**config.mk**
```make
export PLATFORM = sky130hd
export DESIGN_NAME = vedic_divider8by4
export DESIGN_NICKNAME = d
export VERILOG_FILES = /design/src/rtl/vedic_divider8by4.sv
export SDC_FILE = /design/constraint.sdc
export NUM_CORES = 1
export LEC_CHECK = 0
export BUFFER_PORTS_ARGS = -buffer_cell sky130_fd_sc_hd__buf_2
export CAP_MARGIN = 20
export CORE_ASPECT_RATIO = 1.5
export CORE_UTILIZATION = 55
export DETAILED_ROUTE_END_ITERATION = 16
export PLACE_DENSITY = 0.8
export SLEW_MARGIN = 20
export SYNTH_ARGS = -nofsm -noshare
export SYNTH_HDL_FRONTEND = slang
export SYNTH_SLANG_ARGS = --single-unit
```
**constraint.sdc**
```tcl
create_clock -name clk -period 3.8 [get_ports clk]
set_input_delay 0.38 -clock clk [delete_from_list [all_inputs] [get_ports clk]]
set_output_delay 0.38 -clock clk [all_outputs]
set_load 0.01 [all_outputs]
```
**src/rtl/vedic_divider8by4.sv**
```systemverilog
// Sequential restoring divider, 8-bit dividend by 4-bit divisor, one quotient bit per clock.
// A zero divisor completes immediately with all-ones quotient/remainder and the dbz flag set.
module vedic_divider8by4 (
  input  logic       clk,
  input  logic       rst,
  input  logic       start,
  input  logic [7:0] N,
  input  logic [3:0] D,
  output logic [7:0] Q,
  output logic [3:0] R,
  output logic       busy,
  output logic       done,
  output logic       dbz
);

  typedef enum logic [1:0] {IDLE, RUN, DONE} state_t;

  state_t     state_q, state_d;
  logic [4:0] pr_q, pr_d;
  logic [7:0] qs_q, qs_d;
  logic [3:0] d_r_q, d_r_d;
  logic [2:0] cnt_q, cnt_d;
  logic [7:0] q_q, q_d;
  logic [3:0] r_q, r_d;
  logic       dbz_q, dbz_d;

  logic [4:0] shifted;
  logic [4:0] t;
  logic       borrow;

  always_comb begin
    shifted       = {pr_q[3:0], qs_q[7]};
    {borrow, t}   = {1'b0, shifted} - {2'b00, d_r_q};

    state_d = state_q;
    pr_d    = pr_q;
    qs_d    = qs_q;
    d_r_d   = d_r_q;
    cnt_d   = cnt_q;
    q_d     = q_q;
    r_d     = r_q;
    dbz_d   = dbz_q;

    case (state_q)
      RUN: begin
        // Restore on borrow by keeping the shifted value instead of the difference.
        pr_d  = borrow ? shifted : t;
        qs_d  = {qs_q[6:0], ~borrow};
        cnt_d = cnt_q + 3'd1;
        if (cnt_q == 3'd7) begin
          q_d     = {qs_q[6:0], ~borrow};
          r_d     = pr_d[3:0];
          dbz_d   = 1'b0;
          state_d = DONE;
        end
      end
      default: begin
        state_d = IDLE;
        if (start) begin
          if (D != 4'd0) begin
            pr_d    = 5'd0;
            qs_d    = N;
            d_r_d   = D;
            cnt_d   = 3'd0;
            state_d = RUN;
          end else begin
            q_d     = 8'hFF;
            r_d     = 4'hF;
            dbz_d   = 1'b1;
            state_d = DONE;
          end
        end
      end
    endcase
  end

  always_ff @(posedge clk) begin
    pr_q  <= pr_d;
    qs_q  <= qs_d;
    d_r_q <= d_r_d;
    if (rst) begin
      state_q <= IDLE;
      cnt_q   <= 3'd0;
      q_q     <= 8'd0;
      r_q     <= 4'd0;
      dbz_q   <= 1'b0;
    end else begin
      state_q <= state_d;
      cnt_q   <= cnt_d;
      q_q     <= q_d;
      r_q     <= r_d;
      dbz_q   <= dbz_d;
    end
  end

  assign Q    = q_q;
  assign R    = r_q;
  assign dbz  = dbz_q;
  assign busy = (state_q == RUN);
  assign done = (state_q == DONE);

endmodule

```
==> out/results.tsv, run 1 <==
metric	value	unit
Sink Count	34	
R2R setup slack	1.74	ns
Synth cell types	40	
initial antenna violation count	0	
Fin Clk Skew	0.00865	ns
worst r2r src	pr_q[0]	
Clock transition at path regs	0.07	ns
Crit path depth	5	
synthesized cell area	1530	um^2
family with the most delay on the worst path	compound AO/OA/AOI/OAI gates	
Non-Filler Instances	215	
GR Overflow Total	0	
initial detailed-routing violation count	26	
Sum Neg Setup Slack	0	ns
vias in the first global route	1103	
WS Path Type	flip-flop to flip-flop	
routed vias	1174	
Worst Path Buf+Inv	0	
area grow syn2layout	17.7	%
DIE AREA	2990	um^2
DRT Pass-1 Iters	4	
Boundary Pins	30	
WL per Instance	14.4	um
Max Clk Rate	0.485	GHz
clock period minus worst slack	2.06	ns
hold path cells	1	
port bufs	29	
FF-to-FF path depth	5	
core area	2650	um^2
final period utilization	54.3	%
Routed WL	3090	um
asr flop ratio synth	0	%
endpoints failing hold	0	
warnings from Yosys	0	
Worst setup EP type	flip-flop	
root buffer cell	clkbuf_8	
Reg area	841	um^2
Hold WS	0.293	ns
row count	23	
Seq cells post-synth	34	
cell at the slowest stage of the critical path	edfxtp_1	
switch share	25.1	%
NetSw	220	uW
Routed Antenna Nets	0	
Max clock buf depth	2	
combinational power share	14.4	%
post_cts resized	0	
worst vdd ir	412	uV
die span in x	45.0	um
worst hold start	D[2]	
Post-DP Area	1690	um^2
Leakage	0.827	nW
GRT Total Usage	24.2	%
Cells after DPL	207	
RSZ-0062 raised after global routing	false	
top cells by area, synth	edfxtp_1 32%, dfxtp_1 24%, nand2_1 6.6%	
first-pass GRT wire length	4990	um
Worst-Skew Late Latency	0.29	ns
CTS tree	yes	
fin nets	199	
Slew Limit Fails	0	
Die Y	66.5	um
Most used DFF post-synth	dfxtp_1	
Max Cap Viol	0	
largest net degree at the start of global routing	17	
post-layout util	67.8	%
Relative slew margins	63.0	%
area occupied by multi-input gates	606	um^2
CTS H-tree lvls	2	
final non-filler cell area	1800	um^2
Hold Path End	d_r_q[2]	
Syn Area/Cell	10.4	um^2
Initial Util	57.6	%
syn_nets	168	
Final Power	875	uW
WP data required	4.00	ns
Num CTS Buffers	5	
post-CTS setup buffer count	0	
sequential-to-total area share from yosys stat	55.1	%
Min-Delay Path Class	primary input to flip-flop	
post-synth top area share	31.5	%
critical path launch point type	flip-flop	
post-place setup slack	1.79	ns
dominant cell type by area after synthesis	edfxtp_1	
crit path cell chain	ha_1, nor2b_1, o31ai_1, o221ai_1, a221oi_1	
actual slew at the worst max-slew pin	0.555	ns
Cells after Synth	146	
clock power share	36.8	%
Worst EP arrival	2.26	ns
Flop pwr share	48.8	%
Crit path largest cell delay	0.46	ns
routability cong.	0.821	
peak fanout along the critical path	4	
pwr/cell area	487	nW/um^2
Power Internal	656	uW
number of enable flip-flop cells after synthesis	16	
# fillers	220	
fraction of layout cells with a size suffix above 1	25.8	%
Hold Buf Count CTS	0	
dpl hpwl	2310	um
Setup WS post-layout	1.74	ns
Final setup viols	0	
n_diodes	0	
DRC	0	
run status	finished, final reports clean	
R2R Path End	R[3]	
DR vias/cell	5.46	
==> power by group through the flow <==
stage	combinational, mW	clock [mW]	sequential (mW)
2_1_floorplan	0.0944	0	0.432
3_3_place_gp	0.119	0	0.434
3_5_place_dp	0.124	0	0.435
4_1_cts	0.126	0.327	0.427
5_1_grt	0.143	0.340	0.430
6_report	0.126	0.322	0.427
==> synthesized netlist by cell type (2+ instances only) <==
library cell,number
nand2_1,27
dfxtp_1,18
edfxtp_1,16
inv_1,12
nor2_1,11
a21oi_1,7
o221a_2,7
ha_1,6
a221oi_1,2
a22oi_1,2
a31oi_1,2
clkbuf_1,2
nand2b_1,2
nor2b_1,2
nor3_1,2
o21a_1,2
o21ai_0,2
or4_1,2
==> sequential cells by signal, indices dropped and copies added, names as in the netlist <==
register	flops
Q	8
cnt_q	3
state_q	2
qs_q	8
dbz	1
pr_q	4
R	4
d_r_q	4
==> kinds of logic after synthesis <==
family / Yosys count / synth area share, %
AOI/OAI and AO/OA: 32 / 16.3
xor gates and xnor gates: 1 / 0.574
adders and majority gates: 7 / 6.23
buffers and inverters: 18 / 5.17
DFF: 34 / 55.1
muxes: 1 / 0.656
and+or+nand+nor: 53 / 15.9
==> final cells by class <==
class,count,area share (%)
clock buffer,5,3.83
clock inverter,3,2.23
inverter,13,2.72
multi-input combinational,94,33.7
sequential,34,46.8
tap,37,2.58
timing repair buffer,29,8.08
==> metal layers <==
metal  share of wire, %  global-route usage (%)  wire length, um  vias up
li1                   -                       -                -      581
met1                 41                    28.5             1260      547
met2                 52                    37.9             1620       38
met5                  0                       0                0        -
met3                4.2                    7.05              129        8
met4                2.8                    14.4               87        0
==> worst max-delay path by stage <==
stage               endpoint  slack, ns        from
floorplan            pr_q[2]       1.98     pr_q[2]
global placement     qs_q[5]       1.82        D[1]
detailed placement   qs_q[3]       1.79  state_q[1]
CTS                  pr_q[0]       1.77  state_q[1]
global route         qs_q[4]       1.50  state_q[1]
finish                  R[3]       1.74     pr_q[0]
==> cell usage in the layout (no fill, tap or decap), drive strengths merged, types with 3 or more instances in the layout <==
cell type / instances
a21oi: 7
buf: 29
clkbuf: 5
dfxtp: 18
edfxtp: 16
ha: 6
inv: 13
nand2: 28
nor2: 11
o21ai: 3
o221a: 8
(Power assumes the default switching activity.)
==> run 2: changes to the inputs <==
- CORE_UTILIZATION: 55 -> 48
- PLACE_DENSITY: 0.8 -> 0.74
- clock period: 3.8 -> 1.8 ns (I/O delays scaled with it)
==> run 2 against run 1 <==
The run now ends with negative setup slack left; clock power rose by 110%; critical path depth unchanged; first-iteration DRC count grew 38%; clock skew increased by 0.0017 ns; die area grew 14%; critical path type unchanged.
==> out/results.tsv, run 2 (synthesis results as in run 1) <==
metric	value	unit
run status	complete, but fails checks	
failing checks	negative setup slack	
routed vias	1243	
Hold WS	0.101	ns
DRT Pass-1 Iters	4	
first-pass GRT wire length	5260	um
Max Clk Rate	0.540	GHz
routability cong.	0.789	
# fillers	235	
combinational power share	20.6	%
Cells after DPL	217	
Max clock buf depth	2	
area occupied by multi-input gates	669	um^2
n_diodes	0	
Final setup viols	2	
Num CTS Buffers	5	
Sink Count	34	
Non-Filler Instances	230	
actual slew at the worst max-slew pin	0.497	ns
Boundary Pins	30	
final non-filler cell area	1960	um^2
GR Overflow Total	0	
core area	2970	um^2
Min-Delay Path Class	primary input to flip-flop	
row count	24	
clock period minus worst slack	1.85	ns
Initial Util	51.3	%
WL per Instance	15.3	um
NetSw	503	uW
fraction of layout cells with a size suffix above 1	36.6	%
endpoints failing hold	0	
crit path cell chain	ha_2, or2_1, or4_4, a32oi_2, and2_1	
die span in x	48.0	um
CTS H-tree lvls	2	
vias in the first global route	1280	
commonest non-fill, non-tap cell in the layout	buf_2	
DRC	0	
pwr/cell area	1010	nW/um^2
CTS tree	yes	
largest net degree at the start of global routing	15	
Fin Clk Skew	0.0104	ns
initial detailed-routing violation count	36	
Reg area	841	um^2
family with the most delay on the worst path	simple AND/OR/NAND/NOR gates	
GRT Total Usage	21.6	%
Relative slew margins	66.8	%
Post-DP Area	1750	um^2
dpl hpwl	2470	um
fin nets	212	
peak fanout along the critical path	2	
cell at the slowest stage of the critical path	or4_4	
Die Y	71.0	um
worst vdd ir	865	uV
RSZ-0062 raised after global routing	true	
WP data required	1.96	ns
Max Cap Viol	0	
Clock transition at path regs	0.07	ns
Routed Antenna Nets	0	
switch share	25.4	%
port bufs	29	
Power Internal	1.47	mW
DR vias/cell	5.40	
Leakage	0.891	nW
initial antenna violation count	0	
Worst-Skew Late Latency	0.28	ns
critical path launch point type	flip-flop	
Crit path largest cell delay	0.49	ns
Slew Limit Fails	0	
root buffer cell	clkbuf_8	
Routed WL	3520	um
Worst EP arrival	2.01	ns
Setup WS post-layout	-0.0515	ns
most frequent cells in the layout	29 x buf_2, 27 x nand2_1, 18 x dfxtp_1, 16 x edfxtp_1, 13 x buf_4	
Worst Path Buf+Inv	0	
DIE AREA	3410	um^2
WS Path Type	flip-flop to flip-flop	
Worst setup EP type	flip-flop	
area grow syn2layout	28.3	%
final period utilization	103	%
Flop pwr share	45.7	%
clock power share	33.7	%
-- run 2: power by group through the flow --
stage                     combinational, mW  sequential, mW  clock (mW)
after floorplan                       0.200           0.912           0
after global placement                0.294           0.911           0
after detailed placement              0.312           0.916           0
after CTS                             0.343           0.899       0.685
after global routing                  0.435           0.906       0.713
final                                 0.406           0.903       0.667
-- run 2: path summary, 6_finish.rpt --
path                            slack [ns]  depth (start not counted)  startpoint  endpoint
worst max-delay path                 -0.05                          5     pr_q[2]   pr_q[2]
worst max register to register       -0.05                          5     pr_q[2]   pr_q[2]
worst min-delay path                  0.10                          1        D[0]  d_r_q[0]
worst min register to register        0.47                          2         dbz       dbz
-- run 2: repair_timing --
action / 4_1_cts / 5_1_grt
pin swaps: 2 / 4
endpoints found under the setup margin: 2 / 8
gates resized for setup: 4 / 9
hold buffers: 0 / 0
buffers inserted: 1 / 4
-- run 2: per-stage QoR --
step                      TNS, ns  setup slack (ns)  utilization, %  power (mW)
final                     -0.0723           -0.0515            65.8        1.98
after CTS                 -0.0162           -0.0162            63.5        1.93
after global placement          0            0.0411            58.9        1.21
after global routing       -0.245            -0.104            65.8        2.05
after detailed placement   -0.117           -0.0725            58.9        1.23
after floorplan           -0.0102           -0.0102               -        1.11
-- run 2: area by class of cell --
| class | instances | area share (%) |
|---|---|---|
| clock inverter | 1 | 1.53 |
| sequential | 34 | 43.0 |
| inverter | 13 | 2.49 |
| timing repair buffer | 42 | 12.4 |
| tap | 39 | 2.49 |
| clock buffer | 7 | 3.90 |
| multi-input combinational | 94 | 34.2 |
-- run 2: per-layer routing --
layer | global-route usage (%) | part of all wire [%] | vias to the layer above
met4 | 6.48 | 0.82 | 0
met3 | 5.36 | 3.5 | 2
li1 | - | - | 611
met1 | 22.8 | 40 | 599
met5 | 0 | 0 | -
met2 | 39.3 | 55 | 31
==> run 3: changes to the inputs <==
- CELL_PAD_IN_SITES_DETAIL_PLACEMENT: unset -> 0
- CELL_PAD_IN_SITES_GLOBAL_PLACEMENT: unset -> 1
- CORE_UTILIZATION: 48 -> 37
- PLACE_DENSITY: 0.74 -> unset
- PLACE_DENSITY_LB_ADDON: unset -> 0.1
- TNS_END_PERCENT: unset -> 100
==> run 3 against run 2 <==
The run still ends with negative setup slack left; clock power decreased by 21%; cell count increased by 2.2%; register-to-register slack better by 0.05 ns; critical path depth stayed put; sequential power is essentially flat; die area is 29% higher; clock-buffer cell count is 1 lower; setup slack better by 0.049 ns; global-route usage decreased by 3.6 points; highest routed layer unchanged.
==> out/results.tsv, run 3 (synthesis results as in run 1) <==
metric	value	unit
Num CTS Buffers	5	
CTS tree	yes	
n_diodes	0	
Leakage	0.873	nW
final non-filler cell area	1910	um^2
failing checks	negative setup slack	
fraction of layout cells with a size suffix above 1	34.2	%
most frequent cells in the layout	29 x buf_2, 27 x nand2_1, 18 x dfxtp_1, 16 x edfxtp_1, 12 x buf_4	
dpl hpwl	2550	um
GRT Total Usage	18.0	%
Relative slew margins	64.1	%
Worst-Skew Late Latency	0.28	ns
die span in x	54.4	um
DRT Pass-1 Iters	4	
GR Overflow Total	0	
clock period minus worst slack	1.80	ns
area grow syn2layout	25.0	%
Setup WS post-layout	-0.00202	ns
WP data required	1.96	ns
Final setup viols	1	
core area	3960	um^2
Sink Count	34	
final period utilization	100	%
Routed Antenna Nets	0	
post-place setup slack	-0.0409	ns
Slew Limit Fails	0	
worst vdd ir	504	uV
family with the most delay on the worst path	simple AND/OR/NAND/NOR gates	
CTS H-tree lvls	2	
run status	complete, but fails checks	
crit path cell chain	ha_2, or2_1, or4_4, a32oi_2, and2_1	
DIE AREA	4390	um^2
Boundary Pins	30	
initial detailed-routing violation count	22	
critical path launch point type	flip-flop	
Clock transition at path regs	0.07	ns
Fin Clk Skew	0.00489	ns
Max clock buf depth	2	
Min-Delay Path Class	primary input to flip-flop	
port bufs	29	
vias in the first global route	1174	
Routed WL	3550	um
Die Y	80.6	um
Worst setup EP type	flip-flop	
post-layout util	48.2	%
pwr/cell area	942	nW/um^2
largest net degree at the start of global routing	13	
WL per Instance	15.1	um
routed vias	1184	
Hold WS	0.0923	ns
routability cong.	0.732	
Worst EP arrival	1.96	ns
commonest non-fill, non-tap cell in the layout	buf_2	
WS Path Type	flip-flop to flip-flop	
Max Clk Rate	0.555	GHz
Post-DP Area	1760	um^2
Initial Util	38.5	%
fin nets	211	
root buffer cell	clkbuf_8	
Max Cap Viol	0	
peak fanout along the critical path	2	
Worst Path Buf+Inv	0	
DRC	0	
initial antenna violation count	0	
RSZ-0062 raised after global routing	true	
first-pass GRT wire length	5390	um
cell at the slowest stage of the critical path	or4_4	
Crit path largest cell delay	0.49	ns
row count	28	
endpoints failing hold	0	
DR vias/cell	5.04	
actual slew at the worst max-slew pin	0.537	ns
-- run 3: cell type report --
cell class | instances | area (um^2)
Multi-Input combinational cell | 94 | 644
Tap cell | 45 | 56.3
Fill cell | 400 | 2050
Clock buffer | 6 | 72.6
Clock inverter | 2 | 8.76
Sequential cell | 34 | 841
Timing Repair Buffer | 41 | 235
Inverter | 13 | 48.8
-- run 3: repair_timing --
action | 4_1_cts | 5_1_grt
gates resized for setup | 7 | 2
pin swaps | 3 | 1
hold buffers | 0 | 0
setup endpoints to repair | 2 | 7
setup buffers | 1 | 3
endpoints found under the hold margin | 0 | 0
-- run 3: final timing paths --
check	start	to	slack, ns	cells after the start
setup / recovery	pr_q[2]	pr_q[2]	-0.002	5
hold reg to reg	dbz	dbz	0.46	2
setup reg to reg	pr_q[2]	pr_q[2]	-0.002	5
hold / removal	D[1]	d_r_q[1]	0.09	1
-- run 3: worst reg2reg max path: stages (launching register included) --
cell	delay, ns
edfxtp_1	0.40
ha_2	0.19
or2_1	0.23
or4_4	0.49
a32oi_2	0.21
and2_1	0.15
-- run 3: where the power goes --
part           internal [mW]  switching [mW]
clock                  0.266           0.264
combinational          0.169           0.197
sequential             0.873          0.0268
total                   1.31           0.488
-- run 3: stage by stage --
stage | total power, mW | setup TNS (ns) | cells
global placement | 1.22 | -0.00950 | 223
CTS | 1.80 | -0.00196 | 232
detailed placement | 1.23 | -0.0702 | 223
finish | 1.80 | -0.00202 | 235
global route | 1.88 | -0.243 | 235
floorplan | 1.11 | -0.0102 | 146
-- run 3: per-layer routing --
metal  part of all wire, %  wire, um  vias to the layer above  GRT usage (%)
li1                      -         -                      607              -
met1                    42      1500                      547           19.4
met5                     0         0                        -              0
met4                   1.9        66                        0           8.46
met3                   3.2       114                        6           4.73
met2                    53      1870                       24           31.1
